### src/rtl/fpdiv_arbiter_if.sv
// fpdiv_arbiter_if: requester-side and divider-side signals of the shared divider arbiter.
interface fpdiv_arbiter_if #(parameter int N_REQ = 4);
  logic [N_REQ-1:0]    req_i;
  logic [32*N_REQ-1:0] dividend_i;
  logic [32*N_REQ-1:0] divisor_i;
  logic [N_REQ-1:0]    gnt_o;
  logic [N_REQ-1:0]    done_o;
  logic                err_o;
  logic [31:0]         result_o;
  logic                div_start_o;
  logic [31:0]         div_dividend_o;
  logic [31:0]         div_divisor_o;
  logic                div_busy_i;
  logic                div_valid_i;
  logic                div_error_i;
  logic [31:0]         div_result_i;
  modport slave (
    input  req_i, dividend_i, divisor_i, div_busy_i, div_valid_i, div_error_i, div_result_i,
    output gnt_o, done_o, err_o, result_o, div_start_o, div_dividend_o, div_divisor_o
  );
  modport master (
    output req_i, dividend_i, divisor_i, div_busy_i, div_valid_i, div_error_i, div_result_i,
    input  gnt_o, done_o, err_o, result_o, div_start_o, div_dividend_o, div_divisor_o
  );
endinterface

### src/rtl/fpdiv_arbiter.sv
// fpdiv_arbiter: round-robin arbiter sharing one single-precision divider among N_REQ requesters.
module fpdiv_arbiter #(
  parameter int N_REQ   = 4,
  parameter int TIMEOUT = 63
) (
  input logic           clk_i,
  input logic           rst_i,
  fpdiv_arbiter_if.slave bus
);
  localparam int IW = (N_REQ > 1) ? $clog2(N_REQ) : 1;
  typedef enum logic [2:0] {IDLE, LOAD, START, WAIT, DONE} state_t;
  state_t          state_q, state_d;
  logic [IW-1:0]   ptr_q, ptr_d, idx_q, idx_d, sel;
  logic [IW:0]     rr;
  logic            any;
  logic [31:0]     dvd_q, dvd_d, dvs_q, dvs_d, res_q, res_d, sel_dvd, sel_dvs;
  logic            err_q, err_d, ld_q, ld_d;
  logic [7:0]      cnt_q, cnt_d;
  logic            unused_busy;
  assign unused_busy = bus.div_busy_i;
  // scan from one above the last grant; lowest offset wins because it is visited last
  always_comb begin
    sel = '0;
    any = 1'b0;
    rr  = '0;
    for (int i = N_REQ; i >= 1; i--) begin
      rr = {1'b0, ptr_q} + (IW+1)'(i);
      rr = (rr >= (IW+1)'(N_REQ)) ? rr - (IW+1)'(N_REQ) : rr;
      if (bus.req_i[rr[IW-1:0]]) begin
        sel = rr[IW-1:0];
        any = 1'b1;
      end
    end
  end
  assign sel_dvd = bus.dividend_i[{sel, 5'd0} +: 32];
  assign sel_dvs = bus.divisor_i[{sel, 5'd0} +: 32];
  always_comb begin
    state_d = state_q;
    ptr_d   = ptr_q;
    idx_d   = idx_q;
    dvd_d   = dvd_q;
    dvs_d   = dvs_q;
    res_d   = res_q;
    err_d   = err_q;
    ld_d    = ld_q;
    cnt_d   = cnt_q;
    case (state_q)
      IDLE: if (any) begin
        ptr_d   = sel;
        idx_d   = sel;
        dvd_d   = sel_dvd;
        dvs_d   = sel_dvs;
        ld_d    = 1'b0;
        res_d   = '0;
        err_d   = (sel_dvs == 32'h0);
        state_d = (sel_dvs == 32'h0) ? DONE : LOAD;
      end
      LOAD: begin
        ld_d    = 1'b1;
        state_d = ld_q ? START : LOAD;
      end
      START: begin
        cnt_d   = '0;
        state_d = WAIT;
      end
      WAIT: begin
        cnt_d = cnt_q + 8'd1;
        if (bus.div_valid_i) begin
          res_d   = bus.div_result_i;
          err_d   = 1'b0;
          state_d = DONE;
        end else if (bus.div_error_i || cnt_q + 8'd1 == 8'(TIMEOUT)) begin
          res_d   = '0;
          err_d   = 1'b1;
          state_d = DONE;
        end
      end
      DONE: state_d = IDLE;
      default: state_d = IDLE;
    endcase
  end
  always_ff @(posedge clk_i or posedge rst_i) begin
    if (rst_i) begin
      state_q <= IDLE;
      ptr_q   <= IW'(N_REQ - 1);
      idx_q   <= '0;
      dvd_q   <= '0;
      dvs_q   <= '0;
      res_q   <= '0;
      err_q   <= 1'b0;
      ld_q    <= 1'b0;
      cnt_q   <= '0;
    end else begin
      state_q <= state_d;
      ptr_q   <= ptr_d;
      idx_q   <= idx_d;
      dvd_q   <= dvd_d;
      dvs_q   <= dvs_d;
      res_q   <= res_d;
      err_q   <= err_d;
      ld_q    <= ld_d;
      cnt_q   <= cnt_d;
    end
  end
  // gnt is combinational in IDLE so the grant and operand capture share one cycle
  assign bus.gnt_o          = (state_q == IDLE && any && !rst_i) ? {{(N_REQ-1){1'b0}}, 1'b1} << sel : '0;
  assign bus.done_o         = (state_q == DONE) ? {{(N_REQ-1){1'b0}}, 1'b1} << idx_q : '0;
  assign bus.err_o          = (state_q == DONE) && err_q;
  assign bus.result_o       = (state_q == DONE) ? res_q : 32'h0;
  assign bus.div_start_o    = (state_q == START);
  assign bus.div_dividend_o = dvd_q;
  assign bus.div_divisor_o  = dvs_q;
endmodule

### src/flat_wrapper.sv
// flat-port wrapper written by rule: the top's interface ports become plain ports
module fpdiv_arbiter_flat 
#(
  parameter int N_REQ   = 4,
  parameter int TIMEOUT = 63
)
  (clk_i, rst_i, bus_req_i, bus_dividend_i, bus_divisor_i, bus_div_busy_i, bus_div_valid_i, bus_div_error_i, bus_div_result_i, bus_gnt_o, bus_done_o, bus_err_o, bus_result_o, bus_div_start_o, bus_div_dividend_o, bus_div_divisor_o);
  fpdiv_arbiter_if #(.N_REQ(N_REQ)) bus_i ();
  input logic clk_i;
  input logic rst_i;
  input wire logic [$bits(bus_i.req_i)-1:0] bus_req_i;
  input wire logic [$bits(bus_i.dividend_i)-1:0] bus_dividend_i;
  input wire logic [$bits(bus_i.divisor_i)-1:0] bus_divisor_i;
  input wire logic [$bits(bus_i.div_busy_i)-1:0] bus_div_busy_i;
  input wire logic [$bits(bus_i.div_valid_i)-1:0] bus_div_valid_i;
  input wire logic [$bits(bus_i.div_error_i)-1:0] bus_div_error_i;
  input wire logic [$bits(bus_i.div_result_i)-1:0] bus_div_result_i;
  output wire logic [$bits(bus_i.gnt_o)-1:0] bus_gnt_o;
  output wire logic [$bits(bus_i.done_o)-1:0] bus_done_o;
  output wire logic [$bits(bus_i.err_o)-1:0] bus_err_o;
  output wire logic [$bits(bus_i.result_o)-1:0] bus_result_o;
  output wire logic [$bits(bus_i.div_start_o)-1:0] bus_div_start_o;
  output wire logic [$bits(bus_i.div_dividend_o)-1:0] bus_div_dividend_o;
  output wire logic [$bits(bus_i.div_divisor_o)-1:0] bus_div_divisor_o;
  assign bus_i.req_i = bus_req_i;
  assign bus_i.dividend_i = bus_dividend_i;
  assign bus_i.divisor_i = bus_divisor_i;
  assign bus_i.div_busy_i = bus_div_busy_i;
  assign bus_i.div_valid_i = bus_div_valid_i;
  assign bus_i.div_error_i = bus_div_error_i;
  assign bus_i.div_result_i = bus_div_result_i;
  assign bus_gnt_o = bus_i.gnt_o;
  assign bus_done_o = bus_i.done_o;
  assign bus_err_o = bus_i.err_o;
  assign bus_result_o = bus_i.result_o;
  assign bus_div_start_o = bus_i.div_start_o;
  assign bus_div_dividend_o = bus_i.div_dividend_o;
  assign bus_div_divisor_o = bus_i.div_divisor_o;
  fpdiv_arbiter #(.N_REQ(N_REQ), .TIMEOUT(TIMEOUT)) u_core (.clk_i(clk_i), .rst_i(rst_i), .bus(bus_i));
endmodule
### config.mk
export PLATFORM = sky130hd
export DESIGN_NAME = fpdiv_arbiter_flat
export DESIGN_NICKNAME = d
export VERILOG_FILES = /design/src/rtl/fpdiv_arbiter_if.sv /design/src/rtl/fpdiv_arbiter.sv /design/src/flat_wrapper.sv
export SDC_FILE = /design/constraint.sdc
export NUM_CORES = 1
export LEC_CHECK = 0
export ABC_CLOCK_PERIOD_IN_PS = 4100
export BUFFER_PORTS_ARGS = -buffer_cell sky130_fd_sc_hd__buf_2
export CAP_MARGIN = 20
export CORE_AREA = 2 2 155 157
export CTS_CLUSTER_DIAMETER = 60
export DETAILED_ROUTE_END_ITERATION = 12
export DIE_AREA = 0 0 157 159
export GPL_TIMING_DRIVEN = 0
export PLACE_DENSITY = 0.6
export SLEW_MARGIN = 5
export SYNTH_ARGS = -nofsm -noshare
export SYNTH_HDL_FRONTEND = slang
export SYNTH_SLANG_ARGS = --single-unit
### constraint.sdc
create_clock -name clk_i -period 4.1 [get_ports clk_i]
set_input_delay 0.82 -clock clk_i [delete_from_list [all_inputs] [get_ports clk_i]]
set_output_delay 0.82 -clock clk_i [all_outputs]
set_load 0.02 [all_outputs]
---- Yosys cells after proc, flatten, opt, wreduce, memory -nomap -nowiden ----
Index checks and enable logic that the tools add are counted.
word-level totals
  memory bits (writable) .................. 0
  memories ................................ 0
  word-level logic and storage cells ...... 91
  flip-flop bits (word level) ............. 113
  bits in read-only memories .............. 0
  latch bits .............................. 0
cells by class
  reductions and logical operators ........ 14
  div/mod/pow operators ................... 0
  bitwise logic cells ..................... 0
  shifts and indexed selects .............. 4
  multipliers ............................. 0
  $add $sub $neg .......................... 9
  magnitude comparators ................... 8
  eq/ne operators ......................... 7
  muxes and demuxes ....................... 40
operator list
  operator                                                  count
  indexed part select 128 x 8 -> 32 bit                     2
  2-to-1 mux 32 bit                                         4
  one-hot mux 32 bit (2 select lines)                       1
  logical NOT 32 bit                                        1
  2-to-1 mux 2 bit                                          9
  one-hot mux 8 bit (2 select lines)                        1
  greater-or-equal comparator 3 bit, second input constant  4
  < comparator 2 x 3 -> 1 bit, second input constant        4
  2-to-1 mux 1 bit                                          12
  2-to-1 mux 3 bit                                          4
  one-hot mux 3 bit (4 select lines)                        1
  adder 8 x 1 -> 8 bit, second input constant               1
  binary-select mux 1 bit (select 2 bit)                    4
  == test 8 x 6 -> 1 bit, second input constant             1
  2-to-1 mux 4 bit                                          2
  << shifter 1 x 2 -> 4 bit, first input constant           2
  subtractor 2 x 1 -> 2 bit, second input constant          4
  adder 2 x 2 -> 3 bit, second input constant               2
  == test 3 x 2 -> 1 bit, second input constant             2
  AND reduction 2 bit                                       3
  nonzero test 2 bit                                        3
  one-hot mux 1 bit (2 select lines)                        2
  adder 2 x 1 -> 3 bit, second input constant               1
  adder 2 x 3 -> 3 bit, second input constant               1
  other kinds (9)                                           11

---- Depth between registers and ports, before layout ----
Gate-level depths: netlist of the first run.
  depth after elaboration ................. 14
  depth in mapped cells ................... 11
  gate-level depth less buffers ........... 8

---- Worst setup path before layout of the first run ----
No wires, ideal clock.
  path type ............................... in2out
  start ................................... input port bus_req_i[0]
  end ..................................... output port bus_gnt_o[0]
  path buffers ............................ 5
  slack ................................... 0.505 ns
  data arrival time ....................... 2.775 ns
  stages on the path ...................... 8
  path through ............................ a21oi_2 buf_6 o31a_2 buf_4 buf_2 clkbuf_1 clkbuf_1 nor4_1
between the ends
  cells in the longest elaborated chain, start to end .. 9
  elaborated cells between the ends (all ways) .. 20
  classes of those cells .................. shift (1); mux (17); reduce/logical (2)
ends and longest elaborated chain
  element                                 line                  source
  from (decl)                             flat_wrapper.sv:11    input wire logic [$bits(bus_i.req_i)-1:0] bus_req_i;
  binary-select mux 1 bit (select 2 bit)  fpdiv_arbiter.sv:29   if (bus.req_i[rr[IW-1:0]]) begin
  2-to-1 mux 1 bit (implied by the code)  fpdiv_arbiter.sv:29
  2-to-1 mux 1 bit (4 in series)          fpdiv_arbiter.sv:29
  logical AND 1 bit (2 in series)         fpdiv_arbiter.sv:106  assign bus.gnt_o = (state_q == IDLE && any && !rst_i) ? {{(N_REQ-1){1'b0}}, 1'b1} << sel : '0;
  2-to-1 mux 4 bit (*)                    fpdiv_arbiter.sv:106
  to (decl)                               flat_wrapper.sv:18    output wire logic [$bits(bus_i.gnt_o)-1:0] bus_gnt_o;
Mark *: on every way between the ends. The rest lies on a longest branch, timed or not. The select of a mux whose other input is x is not followed.

---- Worst setup path after layout of the first run ----
  start ................................... register u_core.ptr_q[1]
  end ..................................... output port bus_gnt_o[1]
between the ends
  cells in the longest elaborated chain, start to end .. 12
  elaborated cells between the ends (all ways) .. 36
  classes of those cells .................. add/sub (8); order compare (4); shift (1); mux (21); reduce/logical (2)
ends and longest elaborated chain
  element                                                                         line                  source
  from (decl)                                                                     fpdiv_arbiter.sv:13   logic [IW-1:0] ptr_q, ptr_d, idx_q, idx_d, sel;
  from (signal assigned)                                                          fpdiv_arbiter.sv:85   ptr_q <= IW'(N_REQ - 1);
  from (signal assigned)                                                          fpdiv_arbiter.sv:95   ptr_q <= ptr_d;
  adder 2 x 3 -> 3 bit                                                            fpdiv_arbiter.sv:27   rr = {1'b0, ptr_q} + (IW+1)'(i);
  greater-or-equal comparator 3 bit or subtractor 2 x 1 -> 2 bit (tied branches)  fpdiv_arbiter.sv:28   rr = (rr >= (IW+1)'(N_REQ)) ? rr - (IW+1)'(N_REQ) : rr;
  2-to-1 mux 2 bit                                                                fpdiv_arbiter.sv:28
  binary-select mux 1 bit (select 2 bit)                                          fpdiv_arbiter.sv:29
  2-to-1 mux 1 bit (implied by the code)                                          fpdiv_arbiter.sv:29
  2-to-1 mux 1 bit (4 in series)                                                  fpdiv_arbiter.sv:29
  logical AND 1 bit (2 in series)                                                 fpdiv_arbiter.sv:106
  2-to-1 mux 4 bit (*)                                                            fpdiv_arbiter.sv:106
Marks and branches as above.

==> results of run 1 <==
[cell type report]
cell class | instances | area [sq um] | area share
clock buffer | 18 | 439 | 0.0414
timing repair buffer | 402 | 2030 | 0.192
buffer | 100 | 478 | 0.0451
inverter | 67 | 256 | 0.0242
clock inverter | 14 | 144 | 0.0136
tap | 319 | 399 | 0.0377
antenna | 3 | 7.51 | 0.000708
multi-input combinational | 707 | 4010 | 0.378
sequential | 113 | 2830 | 0.267
[per-stage QoR]
stage	instances	hold slack, ns	instance area [sq um]
floorplan	988	0.458	7560
global placement	1708	0.453	9970
detailed placement	1709	0.457	10000
CTS	1740	0.439	10600
global route	1743	0.458	10600
finish	1743	0.433	10600
[worst max path at each step]
stage / cells after the start / to / from / slack, ns
5_1_grt: 7 / bus_gnt_o[0] / u_core.ptr_q[1] / 0.01
4_1_cts: 8 / bus_gnt_o[3] / u_core.ptr_q[1] / 0.04
3_3_place_gp: 2 / u_core.bus.div_dividend_o[23] / rst_i / -1.42
3_5_place_dp: 9 / bus_gnt_o[3] / bus_req_i[3] / -0.19
6_report: 9 / bus_gnt_o[1] / u_core.ptr_q[1] / 0.19
2_1_floorplan: 1 / u_core.bus.div_dividend_o[0] / rst_i / 0.30
[Yosys cell counts, drive strengths merged]
cell type	number	area share
or3	3	0.0025
dfstp	2	0.0070
nand3	133	0.088
nand2b	2	0.0017
o2111ai	32	0.037
o31ai	2	0.0020
nand4	4	0.0033
o31a	1	0.0013
a22o	34	0.039
o22ai	1	0.00083
a21boi	2	0.0020
nor4	6	0.0050
inv	67	0.033
dfrtp	111	0.37
mux2i	3	0.0040
buf	36	0.030
and3	35	0.029
xnor2	2	0.0023
nor3b	1	0.00099
ha	2	0.0033
and2	1	0.00083
a21oi	9	0.0065
a22oi	16	0.016
nand3b	2	0.0020
xor2	1	0.0012
clkbuf	65	0.033
or2	1	0.00083
a31oi	1	0.00083
o221ai	32	0.037
nor2b	3	0.0028
nand4b	1	0.0012
o311ai	64	0.074
and3b	2	0.0023
or4	1	0.00099
nor2	13	0.0065
o21ba	1	0.0013
o21bai	1	0.00099
nand2	274	0.14
nor3	3	0.0020
o21ai	15	0.010
a211oi	1	0.00099
o21a	2	0.0020
[timing repair]
action / 4_1_cts / 5_1_grt
gates cloned: 0 / 0
endpoints found under the setup margin: 2 / 4
gates resized for setup: 2 / 7
[registers in the layout, indices dropped and copies added, names as in the netlist]
signal / count
u_core.bus.div_divisor_o: 32
u_core.res_q: 32
u_core.idx_q: 2
u_core.cnt_q: 8
u_core.bus.div_dividend_o: 32
u_core.ptr_q: 2
u_core.err_q: 1
u_core.ld_q: 1
u_core.state_q: 3
[kinds of logic after synthesis]
logic type	count (synthesis)	synth area share
compound gates	214	0.233
xor+xnor	3	0.00348
flops	113	0.374
fa+ha+maj	2	0.00331
simple gates	485	0.286
buf+inv	168	0.0963
mux	3	0.00397
[where the power goes]
part | internal, mW | switching [mW] | total, mW
sequential | 1.64 | 0.309 | 1.95
combinational | 1.39 | 3.01 | 4.39
clock | 0.873 | 0.629 | 1.50
[metal layers]
layer	GRT usage	vias to the layer above	share of wire
met4	0.120	0	0.041
met2	0.435	439	0.47
met1	0.325	4214	0.41
met5	0	-	0
met3	0.0585	79	0.083
li1	-	4422	-
==> results.cfg, run 1 <==
[status]
status = finished clean

[setup_path]
cp_common_cell = buf_2
path_cells = a21oi_2 -> buf_6 -> o31a_2 -> buf_4 -> buf_2 -> clkbuf_1 -> clkbuf_2 -> nor4_1 -> buf_2
cp_slowest_cell = dfstp_2
critPathMaxStageDelay_ns = 0.61
r2r_slack_ns = 1.01
critPathLaunchType = flop
cp_top_family = buffers and inverters
worstSetupPathType = flop to output port
critPathCaptureType = output port
cp_max_fo = 10
cp.arrival_ns = 3.09
cp_num_buf_inv = 6
cp.required_ns = 3.28
reg2reg_to = u_core.state_q[2]
reg2reg_depth = 9
r2r_start = u_core.ptr_q[0]

[clocking]
cts_setup_buffers = 0
path_clk_slew_ns = 0.07
clockBufferDepth = 2
cts_tree = built
cts_num_sinks = 113
htreeDepth = 4
clk_latency_ns = 0.42
cts_inserted_buffers = 17
clock-root-buffer = clkbuf_16
holdBufCountCts = 0

[logic_synthesis]
syn-num-nets = 1287
synth.distinct_cells = 52
syn-cell-area_sq_mm = 0.00756
synth-seq-cells = 113
synthCells = 988
syn_avg_cell_area_sq_um = 7.65
synth_seq_area_share = 0.374
yosysWarnings = 0

[global_routing]
antenna_found_initial = 3
grt_overflow = 0
grt_usage = 0.263
grt_first_pass_wirelength_um = 50500
grt_pass1_vias = 9061
grt_max_degree = 74

[timing]
fmax_mhz = 256
tightestPinTransition_ns = 0.897
setup_tns_ns = 0
slew-limit-headroom = 0.396
finClkSkew_ns = 0.0131
finalHoldViolCount = 0
fin_ws_ns = 0.194
fin_crit_ns = 3.91
fin_crit_sh = 0.953
finalSetupViolations = 0
drv_slew = 0
rsz0062_at_grt = false

[layout]
final_common_cell = buf_2
drive_gt1_frac = 0.340
final_cell_mix = buf_2, nand2_1, nand3_1, dfrtp_1, inv_1
nFillCells = 2448
fin_nets = 1707
synthToLayoutAreaGrowth_pct = 40.2
utilization = 0.457

[floorplan]
core_area_sq_mm = 0.0232
initial_utilization = 0.326
die_y_um = 159
die_width_um = 157
die_area_sq_mm = 0.0250
ios = 403
rows = 56

[pwr]
p_leak_nw = 5.75
p_per_area_mw_per_mm2 = 740
p_total_mw = 7.85
max-vdd-ir-drop_uv = 297

[detailed_routing]
drt.antenna.violating_nets = 0
wl_per_cell_um = 19.2
routed_wl_um = 33500
drc = 0
drtPass1Iterations = 7
viasPerCell = 5.25
vias = 9154
drtIter0Drc = 594

[place]
hpwl_um = 26100
io_buffers = 401
finalWeightedCongestion = 0.911
post-place-ws_ns = -0.195

[hold_path]
hold_class = input port to asynchronous set/reset pin

[job]
maxCapViolCount = 0
(Power assumes the default switching activity.)
==> run 2, diff against run 1 <==
- BUFFER_PORTS_ARGS: -buffer_cell sky130_fd_sc_hd__buf_2 -> -buffer_cell sky130_fd_sc_hd__buf_4
==> run 2 against run 1 <==
  * Clock skew decreased by 0.0017 ns
  * Global-route usage up 0.93 points
  * Clock power is essentially flat
  * Critical path type unchanged
==> results.cfg, run 2 (synthesis results as in run 1) <==
[global_routing]
antenna_found_initial = 1
grt_first_pass_wirelength_um = 52100
grt_usage = 0.272
grt_max_degree = 63
grt_overflow = 0
grt_pass1_vias = 9251

[hold_path]
holdPathStages = 2
hold_end = u_core.bus.div_dividend_o[1]
hold_class = flop to flop
hp-start = u_core.bus.div_dividend_o[1]

[floorplan]
ios = 403
die_area_sq_mm = 0.0250
die_width_um = 157
core_area_sq_mm = 0.0232
die_y_um = 159
rows = 56
initial_utilization = 0.326

[clocking]
clock-root-buffer = clkbuf_16
clockBufferDepth = 2
cts_setup_buffers = 0
cts_num_sinks = 113
cts_inserted_buffers = 17
holdBufCountCts = 0
path_clk_slew_ns = 0.06
cts_tree = built
clk_latency_ns = 0.42
htreeDepth = 4

[setup_path]
cp.depth = 8
cp.arrival_ns = 3.13
critPathLaunchType = flop
cp_max_fo = 10
critPathCaptureType = output port
reg2reg_depth = 10
cp_common_cell = clkbuf_1
r2r_start = u_core.ptr_q[0]
cp.required_ns = 3.28
worstSetupPathType = flop to output port
path_cells = a21boi_1 -> o21ba_2 -> clkbuf_2 -> clkbuf_1 -> nor2_2 -> clkbuf_1 -> nor4_1 -> buf_4
cp_slowest_cell = dfstp_2
critPathMaxStageDelay_ns = 0.61
cp_num_buf_inv = 4
reg2reg_to = u_core.bus.div_dividend_o[7]
cp_top_family = buffers and inverters
r2r_slack_ns = 1.05

[detailed_routing]
drc = 0
vias = 9122
drtIter0Drc = 606
routed_wl_um = 34600
drtPass1Iterations = 7
drt.antenna.violating_nets = 0
viasPerCell = 5.24
wl_per_cell_um = 19.9

[layout]
final_common_cell = buf_4
final_cell_mix = buf_4, nand2_1, nand3_1, dfrtp_1, inv_1
drive_gt1_frac = 0.339
design_area_sq_mm = 0.0116
synthToLayoutAreaGrowth_pct = 53.3
utilization = 0.500
fin_nets = 1706

[place]
place_area_sq_mm = 0.0110
io_buffers = 401
hpwl_um = 27200
post-place-ws_ns = -0.174
finalWeightedCongestion = 0.903

[timing]
finClkSkew_ns = 0.0114
slew-limit-headroom = 0.464
holdWs_ns = 0.474
drv_slew = 0
fmax_mhz = 253
fin_crit_sh = 0.963
tightestPinTransition_ns = 0.797
finalSetupViolations = 0
rsz0062_at_grt = true
setup_tns_ns = 0
finalHoldViolCount = 0
fin_ws_ns = 0.151
fin_crit_ns = 3.95

[pwr]
p_per_area_mw_per_mm2 = 698
max-vdd-ir-drop_uv = 303
p_leak_nw = 6.01

[job]
maxCapViolCount = 0

[status]
status = finished clean
==> run 2: worst max path at each step <==
stage	endpoint	slack, ns	start
global placement	u_core.bus.div_dividend_o[23]	-1.46	rst_i
global route	bus_gnt_o[2]	-0.007	u_core.ptr_q[1]
finish	bus_gnt_o[3]	0.15	u_core.ptr_q[1]
detailed placement	bus_gnt_o[2]	-0.17	bus_req_i[3]
CTS	bus_gnt_o[1]	0.02	u_core.ptr_q[1]
floorplan	u_core.bus.div_dividend_o[0]	0.30	rst_i
==> run 2: where the power goes <==
part / total [mW] / switching (mW) / internal, mW
logic: 4.66 / 3.03 / 1.63
registers: 1.95 / 0.311 / 1.64
clock network: 1.48 / 0.625 / 0.852
==> run 2: layer usage <==
| layer | global-route usage | share of wire | up-vias |
|---|---|---|---|
| met4 | 0.119 | 0.039 | 0 |
| met5 | 0 | 0 | - |
| met1 | 0.326 | 0.39 | 4167 |
| met3 | 0.0838 | 0.097 | 81 |
| li1 | - | - | 4413 |
| met2 | 0.448 | 0.47 | 461 |
==> run 2: worst register-to-register path: stages (launching register included) <==
cell     delay (ns)
dfstp_2        0.57
and3b_1        0.24
buf_6          0.17
buf_2          0.19
o31ai_2        0.51
buf_2          0.47
buf_1          0.46
nand2_1        0.12
nand3_1        0.10
nand3_1        0.08
nand2_1        0.08
==> run 2: final cells by class <==
type,instances,area (sq um)
multi-input cells,707,4010
clock inverters,15,151
repair buffers,402,3040
clock buffers,17,425
diodes,1,2.50
fillers,2334,11600
inverters,67,256
flip-flops and latches,113,2830
plain buffers,99,472
well taps,319,399
==> run 2: timing repair <==
item / 4_1_cts / 5_1_grt
cloned: 0 / 0
gates resized for setup: 2 / 4
hold endpoints to repair: 0 / 0
endpoints found under the setup margin: 2 / 4
==> run 2: metrics by stage <==
step	total power, mW	cells
final	8.09	1740
after detailed placement	6.63	1709
after global placement	6.56	1708
after CTS	8.13	1741
after global routing	8.70	1740
after floorplan	4.75	988
==> run 3, diff against run 2 <==
- CORE_AREA: 2 2 155 157 -> 2 2 157 159
- DIE_AREA: 0 0 157 159 -> 0 0 159 161
- PLACE_DENSITY: 0.6 -> 0.59
==> run 3 against run 2 <==
  * Wire length is essentially flat
  * Sequential share of layout area shrank 0.11 points
  * Critical path type is now input port to output port
  * Final area grew 0.45%
  * Highest routed layer unchanged
  * Clock skew shrank 0.00062 ns
  * Global-route usage shrank 0.76 points
  * Register-to-register slack is essentially flat
==> results.cfg, run 3 (synthesis results as in run 1) <==
[status]
status = finished clean

[floorplan]
ios = 403
core_area_sq_mm = 0.0240
die_width_um = 159
die_area_sq_mm = 0.0256
rows = 57
die_y_um = 161
initial_utilization = 0.315

[layout]
utilization = 0.486
final_cell_mix = buf_4, nand2_1, nand3_1, dfrtp_1, inv_1
nFillCells = 2463
synthToLayoutAreaGrowth_pct = 54.0
design_area_sq_mm = 0.0116
drive_gt1_frac = 0.340
layout.cells.non_filler = 1745
fin_nets = 1707
diodes = 0
final_common_cell = buf_4

[timing]
setup_tns_ns = 0
holdWs_ns = 0.476
fin_crit_ns = 3.94
fin_ws_ns = 0.163
fin_crit_sh = 0.960
tightestPinTransition_ns = 0.813
drv_slew = 0
finClkSkew_ns = 0.0107
slew-limit-headroom = 0.458
fmax_mhz = 254
rsz0062_at_grt = false
finalHoldViolCount = 0
finalSetupViolations = 0

[pwr]
p_per_area_mw_per_mm2 = 702
max-vdd-ir-drop_uv = 302
p_total_mw = 8.17
switching_share = 0.485
power.share.clock = 0.192
p_leak_nw = 6.04
intPower_mw = 4.21
p_sw_mw = 3.97
pwr-share-comb = 0.568
power_frac_seq = 0.240

[place]
post-place-ws_ns = -0.300
place_area_sq_mm = 0.0110
dp.cells = 1714
io_buffers = 401
finalWeightedCongestion = 0.953
hpwl_um = 27300

[hold_path]
hold_class = input port to asynchronous set/reset pin

[setup_path]
critPathLaunchType = input port
cp_max_fo = 10
cp.required_ns = 3.28
critPathCaptureType = output port
r2r_start = u_core.ptr_q[0]
worstSetupPathType = input port to output port
reg2reg_to = u_core.err_q
r2r_slack_ns = 1.05
reg2reg_depth = 9
cp.arrival_ns = 3.12
critPathCapture = bus_gnt_o[2]
critPathLaunch = bus_req_i[3]

[detailed_routing]
drt.antenna.violating_nets = 0
drc = 0
vias = 9144
drtIter0Drc = 630
viasPerCell = 5.24
drtPass1Iterations = 5
wl_per_cell_um = 19.8
routed_wl_um = 34500

[clocking]
htreeDepth = 4
path_clk_slew_ns = 0.06
cts_inserted_buffers = 17
clockBufferDepth = 2
holdBufCountCts = 0
clk_latency_ns = 0.42
cts_num_sinks = 113
cts_tree = built
clock-root-buffer = clkbuf_16

[global_routing]
antenna_found_initial = 0
grt_pass1_vias = 9473
grt_overflow = 0
grt_first_pass_wirelength_um = 52800
grt_max_degree = 59
grt_usage = 0.264

[job]
maxCapViolCount = 0
run 3: how the worst min path moves through the flow:
stage	depth (start not counted)	start	endpoint	slack [ns]
after floorplan	1	u_core.res_q[10]	u_core.res_q[10]	0.46
after global placement	2	u_core.bus.div_dividend_o[3]	u_core.bus.div_dividend_o[3]	0.46
after detailed placement	2	u_core.bus.div_dividend_o[22]	u_core.bus.div_dividend_o[22]	0.46
final	2	rst_i	u_core.cnt_q[7]	0.48
after global routing	2	u_core.bus.div_dividend_o[9]	u_core.bus.div_dividend_o[9]	0.49
after CTS	2	u_core.bus.div_dividend_o[2]	u_core.bus.div_dividend_o[2]	0.48
run 3: area by class of cell:
type	count	area (sq um)	share of cell area
inverter	67	256	0.0220
clock buffer	17	425	0.0365
tap	324	405	0.0348
timing repair buffer	402	3040	0.261
multi-input combinational	707	4020	0.345
sequential	113	2830	0.243
buffer	100	477	0.0410
clock inverter	15	186	0.0160
run 3: critical path, stage by stage:
cell	delay [ns]
buf_4	0.10
or2_1	0.18
buf_2	0.28
clkbuf_1	0.40
nor3_1	0.16
a21oi_1	0.30
nand3_1	0.14
clkbuf_2	0.25
nor4_1	0.28
buf_4	0.21
run 3: power groups by stage:
| stage | Sequential, mW | Clock (mW) | Combinational (mW) |
|---|---|---|---|
| 6_report | 1.96 | 1.57 | 4.64 |
| 4_1_cts | 1.96 | 1.60 | 4.65 |
| 5_1_grt | 2.02 | 1.66 | 5.10 |
| 3_3_place_gp | 1.96 | 0 | 4.59 |
| 3_5_place_dp | 1.97 | 0 | 4.63 |
| 2_1_floorplan | 2.24 | 0 | 2.50 |
run 3: repair_timing:
action	CTS	global route
endpoints found under the setup margin	2	4
resized for setup	2	8
gates cloned	0	0
buffers inserted	0	0
run 3: routing by layer:
metal / track usage / vias up / wire [um]
met5: 0 / - / 0
met4: 0.0860 / 0 / 915
met3: 0.0711 / 62 / 2770
met2: 0.458 / 436 / 16800
met1: 0.320 / 4220 / 14000
li1: - / 4426 / -
